File: src/rtl/bdc_pkg.sv
// Shared definitions for the HCS08 BDC command sequencer: host op codes, BDC command bytes and
// the kinds of byte-level step the sequencer hands to bdm.
package bdc_pkg;

   localparam logic [2:0] OP_BACKGROUND    = 3'd0;
   localparam logic [2:0] OP_GO            = 3'd1;
   localparam logic [2:0] OP_READ_STATUS   = 3'd2;
   localparam logic [2:0] OP_WRITE_CONTROL = 3'd3;
   localparam logic [2:0] OP_READ_BYTE     = 3'd4;
   localparam logic [2:0] OP_WRITE_BYTE    = 3'd5;

   localparam logic [7:0] CMD_BACKGROUND    = 8'h90;
   localparam logic [7:0] CMD_GO            = 8'h08;
   localparam logic [7:0] CMD_READ_STATUS   = 8'hE4;
   localparam logic [7:0] CMD_WRITE_CONTROL = 8'hC4;
   localparam logic [7:0] CMD_READ_BYTE     = 8'hE0;
   localparam logic [7:0] CMD_WRITE_BYTE    = 8'hC0;

   typedef enum logic [1:0] {
      KindW,
      KindD,
      KindR,
      KindEnd
   } step_kind_e;

endpackage

File: src/rtl/bdc_step_rom.sv
// Combinational step table: maps (op, step index) to the byte-level action and its data byte.
module bdc_step_rom
   import bdc_pkg::*;
#(
   parameter logic [7:0] DELAY_ARG = 8'd4
) (
   input  logic [2:0]  op,
   input  logic [2:0]  step,
   input  logic [15:0] addr,
   input  logic [7:0]  wdata,
   output logic [1:0]  kind,
   output logic [7:0]  data
);

   step_kind_e k;

   always_comb begin
      k    = KindEnd;
      data = 8'h00;
      case (op)
         OP_BACKGROUND, OP_GO: begin
            if (step == 3'd0) begin
               k    = KindW;
               data = (op == OP_GO) ? CMD_GO : CMD_BACKGROUND;
            end else if (step == 3'd1) begin
               k    = KindD;
               data = DELAY_ARG;
            end
         end
         OP_READ_STATUS: begin
            case (step)
               3'd0:    begin k = KindW; data = CMD_READ_STATUS; end
               3'd1:    begin k = KindD; data = DELAY_ARG; end
               3'd2:    k = KindR;
               default: ;
            endcase
         end
         OP_WRITE_CONTROL: begin
            case (step)
               3'd0:    begin k = KindW; data = CMD_WRITE_CONTROL; end
               3'd1:    begin k = KindW; data = wdata; end
               3'd2:    begin k = KindD; data = DELAY_ARG; end
               default: ;
            endcase
         end
         OP_READ_BYTE: begin
            case (step)
               3'd0:    begin k = KindW; data = CMD_READ_BYTE; end
               3'd1:    begin k = KindW; data = addr[15:8]; end
               3'd2:    begin k = KindW; data = addr[7:0]; end
               3'd3:    begin k = KindD; data = DELAY_ARG; end
               3'd4:    k = KindR;
               default: ;
            endcase
         end
         OP_WRITE_BYTE: begin
            case (step)
               3'd0:    begin k = KindW; data = CMD_WRITE_BYTE; end
               3'd1:    begin k = KindW; data = addr[15:8]; end
               3'd2:    begin k = KindW; data = addr[7:0]; end
               3'd3:    begin k = KindW; data = wdata; end
               3'd4:    begin k = KindD; data = DELAY_ARG; end
               default: ;
            endcase
         end
         default: ;
      endcase
   end

   assign kind = k;

endmodule

File: src/rtl/bdc_cmd_sequencer.sv
// Turns one host BDC command into a sequence of bdm write/delay/read strobes and returns a single
// response (read byte or error) per accepted command.
module bdc_cmd_sequencer
   import bdc_pkg::*;
#(
   parameter logic [7:0]  DELAY_ARG      = 8'd4,
   parameter int unsigned TIMEOUT_CYCLES = 1000000,
   parameter int unsigned TO_W           = 20
) (
   input  logic        clk,
   input  logic        rst,
   input  logic        cmd_valid,
   output logic        cmd_ready,
   input  logic [2:0]  cmd_op,
   input  logic [15:0] cmd_addr,
   input  logic [7:0]  cmd_wdata,
   output logic        resp_valid,
   output logic [7:0]  resp_data,
   output logic        resp_err,
   input  logic        bdm_ready,
   input  logic        bdm_valid,
   input  logic [7:0]  bdm_data_out,
   output logic        bdm_do_read,
   output logic        bdm_do_write,
   output logic        bdm_do_delay,
   output logic [7:0]  bdm_data_in
);

   typedef enum logic [2:0] {StIdle, StIssue, StLaunch, StWait, StResp} state_e;

   state_e          state;
   logic [2:0]      op;
   logic [15:0]     addr;
   logic [7:0]      wdata;
   logic [2:0]      step;
   logic [TO_W-1:0] to_cnt;
   logic [7:0]      rdata;
   logic            cur_read;
   logic [1:0]      rom_kind;
   logic [7:0]      rom_byte;
   logic            to_hit;

   // step already points past the outstanding step once it is launched, so in WAIT the ROM
   // tells us whether anything is left to issue.
   bdc_step_rom #(
      .DELAY_ARG(DELAY_ARG)
   ) u_rom (
      .op   (op),
      .step (step),
      .addr (addr),
      .wdata(wdata),
      .kind (rom_kind),
      .data (rom_byte)
   );

   assign to_hit = (to_cnt == TO_W'(TIMEOUT_CYCLES - 1));

   always_ff @(posedge clk) begin
      if (rst) begin
         state        <= StIdle;
         cmd_ready    <= 1'b1;
         op           <= 3'd0;
         addr         <= 16'h0000;
         wdata        <= 8'h00;
         step         <= 3'd0;
         to_cnt       <= '0;
         rdata        <= 8'h00;
         cur_read     <= 1'b0;
         resp_valid   <= 1'b0;
         resp_data    <= 8'h00;
         resp_err     <= 1'b0;
         bdm_do_read  <= 1'b0;
         bdm_do_write <= 1'b0;
         bdm_do_delay <= 1'b0;
         bdm_data_in  <= 8'h00;
      end else begin
         bdm_do_read  <= 1'b0;
         bdm_do_write <= 1'b0;
         bdm_do_delay <= 1'b0;
         resp_valid   <= 1'b0;
         case (state)
            StIdle: begin
               if (cmd_valid) begin
                  op        <= cmd_op;
                  addr      <= cmd_addr;
                  wdata     <= cmd_wdata;
                  step      <= 3'd0;
                  rdata     <= 8'h00;
                  to_cnt    <= '0;
                  cmd_ready <= 1'b0;
                  if (cmd_op > OP_WRITE_BYTE) begin
                     state      <= StResp;
                     resp_valid <= 1'b1;
                     resp_err   <= 1'b1;
                     resp_data  <= 8'h00;
                  end else begin
                     state <= StIssue;
                  end
               end
            end
            StIssue: begin
               if (bdm_ready) begin
                  bdm_do_write <= (rom_kind == KindW);
                  bdm_do_delay <= (rom_kind == KindD);
                  bdm_do_read  <= (rom_kind == KindR);
                  bdm_data_in  <= rom_byte;
                  cur_read     <= (rom_kind == KindR);
                  step         <= step + 3'd1;
                  state        <= StLaunch;
               end else if (to_hit) begin
                  state      <= StResp;
                  resp_valid <= 1'b1;
                  resp_err   <= 1'b1;
                  resp_data  <= 8'h00;
               end else begin
                  to_cnt <= to_cnt + TO_W'(1);
               end
            end
            StLaunch: state <= StWait;
            StWait: begin
               if (cur_read && bdm_valid) rdata <= bdm_data_out;
               if (bdm_ready) begin
                  if (rom_kind == KindEnd) begin
                     state      <= StResp;
                     resp_valid <= 1'b1;
                     resp_err   <= 1'b0;
                     resp_data  <= (cur_read && bdm_valid) ? bdm_data_out : rdata;
                  end else begin
                     to_cnt <= '0;
                     state  <= StIssue;
                  end
               end else if (to_hit) begin
                  state      <= StResp;
                  resp_valid <= 1'b1;
                  resp_err   <= 1'b1;
                  resp_data  <= 8'h00;
               end else begin
                  to_cnt <= to_cnt + TO_W'(1);
               end
            end
            StResp: begin
               state     <= StIdle;
               cmd_ready <= 1'b1;
            end
            default: state <= StIdle;
         endcase
      end
   end

endmodule

File: config.mk
export PLATFORM = sky130hd
export DESIGN_NAME = bdc_cmd_sequencer
export DESIGN_NICKNAME = d
export VERILOG_FILES = /design/src/rtl/bdc_pkg.sv /design/src/rtl/bdc_step_rom.sv /design/src/rtl/bdc_cmd_sequencer.sv
export SDC_FILE = /design/constraint.sdc
export NUM_CORES = 1
export LEC_CHECK = 0
export BUFFER_PORTS_ARGS = -buffer_cell sky130_fd_sc_hd__buf_2
export CAP_MARGIN = 25
export CORE_ASPECT_RATIO = 1.1
export CORE_UTILIZATION = 60
export CTS_CLUSTER_SIZE = 12
export DETAILED_ROUTE_END_ITERATION = 8
export GPL_TIMING_DRIVEN = 0
export PLACE_DENSITY = 0.82
export SLEW_MARGIN = 25
export SYNTH_ARGS = -nofsm -noshare
export SYNTH_HDL_FRONTEND = slang
export SYNTH_SLANG_ARGS = --single-unit
export TNS_END_PERCENT = 100
File: constraint.sdc
create_clock -name clk -period 4.3 [get_ports clk]
set_input_delay 0.215 -clock clk [delete_from_list [all_inputs] [get_ports clk]]
set_output_delay 0.215 -clock clk [all_outputs]
set_load 0.02 [all_outputs]
Word level (Yosys, flattened, before mapping)
Index checks and enable logic that the tools add are counted.
Widths: inputs -> output; s select.

operators by class
  $mul = 0
  magnitude comparators = 1
  eq/ne operators = 23
  divide/modulo/power cells = 0
  add/sub/neg operators = 2
  mux-type cells = 57
  reductions and logical operators = 21
  shift-type cells = 0
  bitwise logic cells = 2

operators by type and width
  operator               number
  $mux 20                5
  $mux 8                 10
  $pmux 8 s5             2
  $pmux 20 s3            1
  $pmux 8 s3             2
  $pmux 8 s2             2
  $pmux 8 s4             1
  $mux 3                 9
  $add 20x1->20 const B  1
  $eq 20x20->1 const B   1
  $eq 3x2->1 const B     6
  $mux 1                 13
  $eq 3x3->1 const B     4
  $pmux 2 s3             2
  $pmux 3 s4             1
  $pmux 2 s5             1
  $eq 3x1->1 const B     3
  $logic_not 3->1        3
  $ne 2x2->1 const B     4
  $pmux 2 s2             2
  $reduce_and 2->1       4
  $ne 3x3->1 const B     2
  $pmux 1 s3             2
  $pmux 3 s2             1
  other kinds (17)       24

storage, ports and cells
  bits in latches = 0
  memory bits (read-only) = 0
  memories = 0
  output and inout port bits = 22
  word-level logic and storage cells = 122
  memory bits (writable) = 0
  bits in registers = 84

Longest topological paths before layout
  word-level depth = 8
  mapped depth = 10

Modules after synthesis
A second synthesis with hierarchy kept.

second synthesis, totals
  cell total of the unflattened synthesis = 592
  area total of the unflattened synthesis = 4633.2 um^2

modules (own cells, without submodules)
  module             times used  cells an instance  area an instance (um^2)
  bdc_cmd_sequencer  1           517                4127.7
  bdc_step_rom       1           75                 505.5

Worst setup path after synthesis
Ideal clock, no wire load.

  kind = reg2reg
  start point = register step[1]
  end point = register to_cnt[9]
  buffers on the path = 2
  stages on the path, launching flop included = 11
  slack = 1.972 ns
  setup time = 0.079 ns
  arrival time = 2.249 ns
  clock period less this slack = 2.328 ns
  cells stage by stage = dfxtp_1 -> inv_1 -> ha_1 -> buf_4 -> nor3b_2 -> o21ai_0 -> a31o_2 -> o41ai_4 -> buf_6 -> a21oi_2 -> a211oi_2

on the way
  longest elaborated chain between the ends = 7
  elaborated cells on any way between the ends = 18
  those cells by class = 6 x eq/ne; 7 x mux; 5 x reduce/logical

ends and longest elaborated chain
  element                                                         RTL line                  RTL
  from (decl)                                                     bdc_cmd_sequencer.sv:35   logic [2:0] step;
  from (signal assigned)                                          bdc_cmd_sequencer.sv:108  step <= step + 3'd1;
  $eq 3x2->1, or another cell as far along                        n/a
  $reduce_or 4->1 (no source line), or another cell as far along  n/a
  $pmux 2 s2, or another cell as far along                        bdc_step_rom.sv:57        case (step)
  $pmux 2 s5 *                                                    bdc_step_rom.sv:20        case (op)
  $eq 2x2->1 *                                                    bdc_cmd_sequencer.sv:123  if (rom_kind == KindEnd) begin
  $ne 3x3->1 (no source line) *                                   n/a
  $reduce_and 4->1 (no source line) *                             n/a
  to (signal assigned)                                            bdc_cmd_sequencer.sv:116  to_cnt <= to_cnt + TO_W'(1);
  to (signal assigned)                                            bdc_cmd_sequencer.sv:138  to_cnt <= to_cnt + TO_W'(1);
  to (decl)                                                       bdc_cmd_sequencer.sv:36   logic [TO_W-1:0] to_cnt;

Mark *: on every way between the ends. The rest lies on a longest branch, timed or not.
A chain may end at the register's enable or synchronous reset.

Worst setup path in the final report
Same ends and word-level chain as after synthesis.

==> insert_results.sql <==
INSERT INTO impl_metrics (metric_group, metric, value, unit) VALUES
('status', 'run_status', 'completed', ''),
('floorplan', 'effective_utilization_at_floorplan', '0.629', ''),
('worst_setup_path', 'rr_startpoint', 'step[1]', ''),
('timing', 'tightest_slew', '0.768', 'ns'),
('synthesis', 'post_synth_inst_count', '535', ''),
('clocking', 'post_cts_resized', '0', ''),
('timing', 'fin_crit_sh', '0.662', ''),
('floorplan', 'floorplan.die.height', '89.7', 'um'),
('floorplan', 'die_w', '81.7', 'um'),
('clocking', 'cts-root-to-sink-buffers', '2', ''),
('timing', 'slew_violations', '0', ''),
('power', 'peakVddDrop', '0.000270', 'V'),
('route', 'final_ant_viol_nets', '0', ''),
('worst_setup_path', 'crit_chain', 'inv_1 > ha_1 > buf_4 > nor3b_2 > o21ai_0 > a31o_2 > o41ai_4 > buf_6 > a21oi_2 > a211oi_2', ''),
('timing', 'rsz0062_at_grt', 'false', ''),
('global_routing', 'grt_overflow', '0', ''),
('synthesis', 'syn-cell-area', '0.00420', 'mm2'),
('route', 'detailroute.via_count', '4381', ''),
('worst_setup_path', 'worstReg2RegEnd', 'to_cnt[9]', ''),
('worst_setup_path', 'cp_top_family', 'compound AO/OA/AOI/OAI gates', ''),
('finish', 'areaGrowthSynthToFinish', '14.0', '%'),
('worst_setup_path', 'critical_path_peak_fanout', '10', ''),
('worst_setup_path', 'worst_path_max_delay_cell', 'sky130_fd_sc_hd__o41ai_4', ''),
('timing', 'timing.final.setup_violations', '0', ''),
('global_routing', 'grt_max_degree', '17', ''),
('synthesis', 'postSynthAreaPerCell', '7.84', 'um2'),
('route', 'wl_per_cell', '16.4', 'um'),
('clocking', 'hold_bufs_at_cts', '0', ''),
('min_path', 'min_delay_path_depth', '3', ''),
('clocking', 'tritoncts', 'yes', ''),
('worst_setup_path', 'reg2reg_depth', '10', ''),
('worst_setup_path', 'criticalPathCategory', 'reg -> reg', ''),
('synthesis', 'postSynth.topFlopCell', 'sky130_fd_sc_hd__dfxtp_1', ''),
('synthesis', 'synth_seq_area_share', '0.401', ''),
('clocking', 'path_clk_slew', '0.10', 'ns'),
('timing', 'fin_worst_skew', '0.0106', 'ns'),
('finish', 'n_antenna_cell', '0', ''),
('clocking', 'cts_sinks', '84', ''),
('finish', 'fin_nets', '652', ''),
('clocking', 'cts_setup_buffers', '0', ''),
('run', 'max_cap_violations', '0', ''),
('route', 'detail_route.first_pass.iterations', '5', ''),
('floorplan', 'design.die.area', '0.00733', 'mm2'),
('timing', 'fin_worst_hold_slack', '0.0655', 'ns'),
('global_routing', 'wire_length_of_the_first_global_routing_pass', '18.5', 'mm'),
('synthesis', 'postSynthRegisterBits', '84', ''),
('timing', 'timing.final.ws_setup', '1.45', 'ns'),
('finish', 'final_layout_size_suffix_gt1_frac', '0.170', ''),
('synthesis', 'syn-num-nets', '581', ''),
('timing', 'min_tclk_post_route', '2.85', 'ns'),
('placed_design', 'port-buffer-count', '60', ''),
('worst_setup_path', 'worst_ep_arrival_time', '3.14', 'ns'),
('route', 'drc_errors', '0', ''),
('global_routing', 'gr-usage-all-layers', '0.325', ''),
('timing', 'finalSetupTns', '0', 'ns'),
('clocking', 'worst_skew_pair.late_latency', '0.38', 'ns'),
('worst_setup_path', 'ff2ff_setup_slack', '1.45', 'ns'),
('power', 'power.density', '345', 'mW/mm2'),
('synthesis', 'synthDistinctLibCells', '61', ''),
('timing', 'hold_viol', '0', ''),
('min_path', 'min_from', 'cmd_addr[13]', ''),
('synthesis', 'synth-warning-count', '0', ''),
('min_path', 'min_to', 'addr[13]', ''),
('clocking', 'cts.root.buffer_cell', 'sky130_fd_sc_hd__clkbuf_8', ''),
('timing', 'fmaxAchievable', '0.351', 'GHz'),
('worst_setup_path', 'worst-endpoint-required', '4.59', 'ns'),
('synthesis', 'synth-edff-count', '0', ''),
('clocking', 'cts_buffers', '9', ''),
('placed_design', 'detailedPlacementHpwl', '8.10', 'mm'),
('worst_setup_path', 'critical_path.startpoint_type', 'register', ''),
('worst_setup_path', 'end_kind', 'register', '');
cells in the mapped netlist, types with 8 or more instances:
cell                       count  area share
sky130_fd_sc_hd__a21oi_1      66       0.079
sky130_fd_sc_hd__a22oi_1      10       0.018
sky130_fd_sc_hd__a31oi_1       9       0.013
sky130_fd_sc_hd__clkbuf_1     23       0.021
sky130_fd_sc_hd__dfxtp_1      84        0.40
sky130_fd_sc_hd__inv_1        11      0.0098
sky130_fd_sc_hd__nand2_1      90       0.081
sky130_fd_sc_hd__nand3_1      26       0.031
sky130_fd_sc_hd__nand4_1       9       0.013
sky130_fd_sc_hd__nor2_1       37       0.033
sky130_fd_sc_hd__nor3_1       16       0.019
sky130_fd_sc_hd__o21ai_0      25       0.030
sky130_fd_sc_hd__o31ai_1       8       0.014
power breakdown:
part / internal [uW] / switching (uW)
clock network: 220 / 321
logic: 93.7 / 190
registers: 809 / 17.4
registers in the layout, summed over array words and instances (netlist names), 3 cells and up:
name and count:
wdata 8, step 3, to_cnt 20, state 3
resp_data 8, op 3, bdm_data_in 8, rdata 8
addr 16
routing by layer:
layer  GRT usage  share of wire  up-vias
met2       0.505           0.47      200
met5           0              0        -
met1       0.403           0.42     2036
met3      0.0822          0.071       45
met4       0.174          0.039        0
li1            -              -     2100
layout make-up:
cell class | count | area (um2) | share of cell area
Clock inverter | 7 | 60.1 | 0.0126
Timing Repair Buffer | 60 | 300 | 0.0628
Clock buffer | 9 | 124 | 0.0259
Tap cell | 82 | 103 | 0.0215
Multi-Input combinational cell | 405 | 2320 | 0.484
Inverter | 11 | 41.3 | 0.00863
Sequential cell | 84 | 1680 | 0.352
Buffer | 35 | 156 | 0.0327
per-stage QoR:
step | power [uW] | cell area (um2) | cells
floorplan | 1030 | 4200 | 535
CTS | 1650 | 4780 | 693
global placement | 1110 | 4600 | 677
detailed placement | 1120 | 4600 | 677
global route | 1720 | 4780 | 693
finish | 1650 | 4780 | 693
tightest hold or removal path, cell delays in order:
cell                      delay [ns]
sky130_fd_sc_hd__buf_2          0.09
sky130_fd_sc_hd__nand2_1        0.04
sky130_fd_sc_hd__a21oi_1        0.05
logic make-up after synthesis:
group | after synthesis | synth area share
AND/OR/NAND/NOR | 227 | 0.262
multiplexers | 4 | 0.00954
adder cells (fa/ha/maj) | 6 | 0.0179
AO/OA/AOI/OAI | 168 | 0.262
buffers and inverters | 46 | 0.0471
flip-flops | 84 | 0.401
worst max path at each step:
stage | depth (start not counted) | to | slack [ns]
floorplan | 10 | to_cnt[9] | 1.97
global placement | 10 | to_cnt[9] | 1.60
detailed placement | 10 | to_cnt[9] | 1.55
CTS | 10 | to_cnt[9] | 1.53
global route | 9 | resp_err | 1.28
finish | 10 | to_cnt[9] | 1.45
Note: power is estimated with default switching activity, not from simulation.
